--- src/rtl/seg7_scan_mux.sv ---
// seg7_scan_mux
// Four-digit multiplexed display scanner that feeds a BCD-to-7-segment
// decoder. A 16-bit BCD word is shown one nibble at a time, with the
// active-low anodes stepped in lockstep. New words go into a shadow register
// and are committed to the displayed word only at a frame boundary. This means
// a frame never shows a mix of old and new digits.
//
// Ports
//   clk        : system clock, rising edge
//   rst        : synchronous active-high reset
//   load       : single-cycle strobe, captures value into the shadow register
//   value      : BCD word, [3:0] is digit 0 (rightmost), [15:12] is digit 3
//   blank_lz   : when 1, leading-zero digits (other than digit 0) stay dark
//   digit      : nibble to the decoder ([3]->A ... [0]->D)
//   an         : active-low anode enables, an[i] = 0 lights digit i
//   frame_done : one-cycle pulse after every frame-boundary tick
module seg7_scan_mux #(
    parameter int CLK_DIV = 50000
) (
    input  logic        clk,
    input  logic        rst,
    input  logic        load,
    input  logic [15:0] value,
    input  logic        blank_lz,
    output logic [3:0]  digit,
    output logic [3:0]  an,
    output logic        frame_done
);

    localparam int PcW = (CLK_DIV > 2) ? $clog2(CLK_DIV) : 1;
    localparam logic [PcW-1:0] PcMax = PcW'(CLK_DIV - 1);

    logic [PcW-1:0] pc_q, pc_d;
    logic [1:0]     idx_q, idx_d;
    logic [15:0]    shadow_q, shadow_d;
    logic [15:0]    disp_q, disp_d;
    logic           pending_q, pending_d;
    logic [3:0]     digit_q, digit_d;
    logic [3:0]     an_q, an_d;
    logic           frameDone_q, frameDone_d;

    logic           tick;
    logic           boundary;
    logic [3:0]     leadZero;

    // Next-state logic. The displayed nibble and anode pattern are derived
    // from the post-update slot index and display word. This lets the first
    // slot of a new frame already show the freshly committed value.
    always_comb begin
        tick        = (pc_q == PcMax);
        boundary    = tick && (idx_q == 2'd3);

        pc_d        = tick ? '0 : pc_q + 1'b1;
        idx_d       = tick ? idx_q + 2'd1 : idx_q;
        shadow_d    = load ? value : shadow_q;
        disp_d      = (boundary && pending_q) ? shadow_q : disp_q;

        // A load on the boundary cycle re-arms pending for the new value
        pending_d   = pending_q;
        if (load) begin
            pending_d = 1'b1;
        end else if (boundary) begin
            pending_d = 1'b0;
        end

        // leadZero[n]: every nibble from 3 down to n is zero (digit 0 exempt)
        leadZero[3] = (disp_d[15:12] == 4'h0);
        leadZero[2] = leadZero[3] && (disp_d[11:8] == 4'h0);
        leadZero[1] = leadZero[2] && (disp_d[7:4] == 4'h0);
        leadZero[0] = 1'b0;

        digit_d     = digit_q;
        an_d        = an_q;
        frameDone_d = 1'b0;
        if (tick) begin
            digit_d     = disp_d[{idx_d, 2'b00} +: 4];
            an_d        = 4'b1111;
            if (!(blank_lz && leadZero[idx_d])) begin
                an_d[idx_d] = 1'b0;
            end
            frameDone_d = boundary;
        end
    end

    // idx resets to 3 so that the first tick after reset is a frame boundary
    always_ff @(posedge clk) begin
        if (rst) begin
            pc_q        <= '0;
            idx_q       <= 2'd3;
            shadow_q    <= 16'h0000;
            disp_q      <= 16'h0000;
            pending_q   <= 1'b0;
            digit_q     <= 4'h0;
            an_q        <= 4'b1111;
            frameDone_q <= 1'b0;
        end else begin
            pc_q        <= pc_d;
            idx_q       <= idx_d;
            shadow_q    <= shadow_d;
            disp_q      <= disp_d;
            pending_q   <= pending_d;
            digit_q     <= digit_d;
            an_q        <= an_d;
            frameDone_q <= frameDone_d;
        end
    end

    assign digit      = digit_q;
    assign an         = an_q;
    assign frame_done = frameDone_q;

endmodule

--- config.mk ---
export PLATFORM = sky130hd
export DESIGN_NAME = seg7_scan_mux
export DESIGN_NICKNAME = d
export VERILOG_FILES = /design/src/rtl/seg7_scan_mux.sv
export SDC_FILE = /design/constraint.sdc
export NUM_CORES = 1
export LEC_CHECK = 0
export ABC_AREA = 1
export ABC_CLOCK_PERIOD_IN_PS = 3700
export CAP_MARGIN = 20
export CORE_AREA = 2 2 117 62
export CTS_BUF_LIST = sky130_fd_sc_hd__clkbuf_4
export DETAILED_ROUTE_END_ITERATION = 12
export DIE_AREA = 0 0 119 64
export MAX_ROUTING_LAYER = met4
export PLACE_DENSITY_LB_ADDON = 0.12
export SYNTH_ARGS = -nofsm -noshare
export SYNTH_HDL_FRONTEND = slang
export SYNTH_SLANG_ARGS = --single-unit
--- constraint.sdc ---
create_clock -name clk -period 3.7 [get_ports clk]
set_input_delay 0.555 -clock clk [delete_from_list [all_inputs] [get_ports clk]]
set_output_delay 0.555 -clock clk [all_outputs]
set_load 0.02 [all_outputs]
==> flow_metrics.env <==
export IMPL_multiInputGateArea_um2=1320
export IMPL_critical_path_arrival_ns=2.40
export IMPL_busiest_layer="met2"
export IMPL_die_area_um2=7620
export IMPL_synth_seq_area_share_pct=44.3
export IMPL_syn_cell_area_um2=2710
export IMPL_syn_to_final_growth_pct=18.0
export IMPL_grt_usage_pct=17.1
export IMPL_drt_antenna_violating_nets=0
export IMPL_gp_congestion=0.934
export IMPL_p_clk_share_pct=38.3
export IMPL_drt_first_pass_iters=4
export IMPL_cts_sinks=60
export IMPL_ys_seq_elements=60
export IMPL_cts_tree="built"
export IMPL_place_hpwl_um=4360
export IMPL_status="finished clean"
export IMPL_synth_nets=398
export IMPL_max_freq_mhz=475
export IMPL_holdWs_ns=0.454
export IMPL_routedWlPerCell_um=11.5
export IMPL_fillers=689
export IMPL_die_w_um=119
export IMPL_relSlewSlack_pct=42.2
export IMPL_power_leakage_nw=1.33
export IMPL_critPathCapture="an[1]"
export IMPL_synth_warnings=0
export IMPL_max_cap_violations=0
export IMPL_post_route_period_util_pct=56.9
export IMPL_seq_power_share_pct=56.6
export IMPL_stdcell_area_um2=3200
export IMPL_numCtsBuffers=9
export IMPL_synthTopCellsByArea="dfxtp_1, nand2_1, nor2_1"
export IMPL_critPathLaunch="idx_q[1]"
export IMPL_io_pins=29
export IMPL_cts_resized_gates=0
export IMPL_rsz0062_at_grt="false"
export IMPL_dp_slack_ns=1.18
export IMPL_ctsHoldBuffers=0
export IMPL_viasPerCell=4.77
export IMPL_antenna_found_initial=0
export IMPL_cts_max_level=3
export IMPL_grt_met3_usage_pct=6.43
export IMPL_grt_use_met1_pct=21.2
export IMPL_power_mw=1.19
export IMPL_final_layout_size_suffix_gt1_share_pct=13.2
export IMPL_synth_avg_cell_area_um2=7.20
export IMPL_reg2reg_slack_ns=1.60
export IMPL_nNetsFinal=427
export IMPL_reg2reg_from="idx_q[1]"
export IMPL_die_height_um=64
export IMPL_numPortBuffers=28
export IMPL_p_int_mw=0.908
export IMPL_power_switching_share_pct=23.4
export IMPL_peakVddDrop_uv=147
export IMPL_routed_wl_um=5810
export IMPL_seq_area_um2=1200
export IMPL_required_ns=4.00
export IMPL_finClkSkew_ns=0.0228
export IMPL_grt_met2_usage_pct=27.0
export IMPL_grt_pass1_vias=2221
export IMPL_r2r_end="an[1]"
export IMPL_tns_ns=0
export IMPL_grt_max_degree=23
export IMPL_synth_top_area_cell="dfxtp_1"
export IMPL_p_switching_mw=0.277
export IMPL_layout_min_cycle_time_ns=2.10
export IMPL_drt_initial_drc_count=130
export IMPL_power_per_cell_area_nw_per_um2=371
export IMPL_via_count=2400
export IMPL_setup_viol=0
export IMPL_synth_cell_type_count=31
export IMPL_placementRows=21
export IMPL_worstRegToRegCells=10
export IMPL_post_cts_buffers=0
export IMPL_combPwrFrac_pct=5.1
export IMPL_worst_pin_slew_ns=0.864
export IMPL_clk_pin_slew_ns=0.11
export IMPL_max_clock_path_buffers=2
export IMPL_worst_slack_ns=1.60
export IMPL_hold_viol_final=0
export IMPL_drc=0
export IMPL_core_area_um2=6540
export IMPL_crit_path_end_kind="flop"
export IMPL_grt_ovfl_total=0
export IMPL_dpl_cell_area_um2=3060
export IMPL_min_path_type="reg -> reg"
export IMPL_min_from="pc_q[0]"
export IMPL_initial_utilization_pct=41.4
export IMPL_postSynthCellCount=376
export IMPL_clk_latency_ns=0.42
export IMPL_root_buffer="clkbuf_4"
export IMPL_path_class="reg -> reg"
export IMPL_worst_path_max_fanout=14
export IMPL_grt_pass1_wl_um=10100
export IMPL_netlist_area_leader_share_pct=44.3
export IMPL_slew_viol_final=0
export IMPL_critPathLaunchType="flop"
area by class of cell:
cell class	instances	share of cell area, %
multi-input combinational	267	41.2
sequential	60	37.6
timing repair buffer	28	8.77
inverter	39	4.58
tap	92	3.60
clock buffer	11	2.58
clock inverter	5	1.64
antenna	1	0.0783
critical path, cell delays in order (launching register included):
cell and delay [ns]:
dfxtp_1 0.39, ha_1 0.57, nand4_4 0.31, inv_1 0.20
nand2_1 0.09, nand2_1 0.09, nor2_1 0.04, nand2_1 0.07
nand2_1 0.07, nand3_2 0.11, a21oi_2 0.06
through the flow:
stage / cells / util [%]
floorplan: 376 / -
global placement: 486 / 46.7
detailed placement: 486 / 46.7
CTS: 502 / 48.8
global route: 502 / 48.8
finish: 503 / 48.8
synth_stat cells (all sizes together):
cell and number:
clkbuf 7, nand3 16, nand2 100, nor4 1
nand4 16, dfxtp 60, nor2 71, nor3 5
inv 36, clkinv 3, ha 2, o21ai 22
buf 3, o21a 2, a21oi 27, nor3b 3
o22a 1, a31oi 1
logic make-up after synthesis:
| kind of cell | count (synthesis) | synth area share (%) |
|---|---|---|
| AND/OR/NAND/NOR | 212 | 36.6 |
| buffers and inverters | 49 | 7.11 |
| flip-flops | 60 | 44.3 |
| AO/OA/AOI/OAI | 53 | 11.0 |
| adder cells (fa/ha/maj) | 2 | 0.924 |
worst min-delay path by stage:
stage,cells past startpoint,end
4_1_cts,1,pc_q[0]
3_5_place_dp,1,pc_q[0]
5_1_grt,2,digit[1]
2_1_floorplan,1,pc_q[0]
6_report,1,pc_q[0]
3_3_place_gp,1,pc_q[0]
power by group through the flow:
stage	registers (mW)	logic (mW)	clock network, mW
after floorplan	0.682	0.0349	0
after global placement	0.686	0.0592	0
after detailed placement	0.686	0.0611	0
after CTS	0.671	0.0613	0.471
after global routing	0.674	0.0686	0.508
final	0.671	0.0604	0.454
per-layer routing:
layer,part of all wire [%],up-vias
li1,-,1273
met1,49,1087
met2,46,36
met3,4.2,4
met4,0.43,0
met5,0,-
registers in the layout, indices dropped and copies added (netlist names):
| name | flops |
|---|---|
| frame_done | 1 |
| pending_q | 1 |
| disp_q | 16 |
| idx_q | 2 |
| pc_q | 16 |
| digit | 4 |
| an | 4 |
| shadow_q | 16 |
cell usage in the layout (no fill, tap or decap), drive strengths merged:
master         count
o22a               1
clkdlybuf4s50     28
dfxtp             60
nor4               1
nand4             16
diode              1
o21ai             22
clkbuf            11
nand2            100
a21oi             27
inv               36
o21a               2
clkinv             6
a31oi              1
nor3               5
bufinv             1
clkinvlp           1
nor2              71
ha                 2
nor3b              3
nand3             16
No activity file was read; power rests on OpenSTA's default activity.
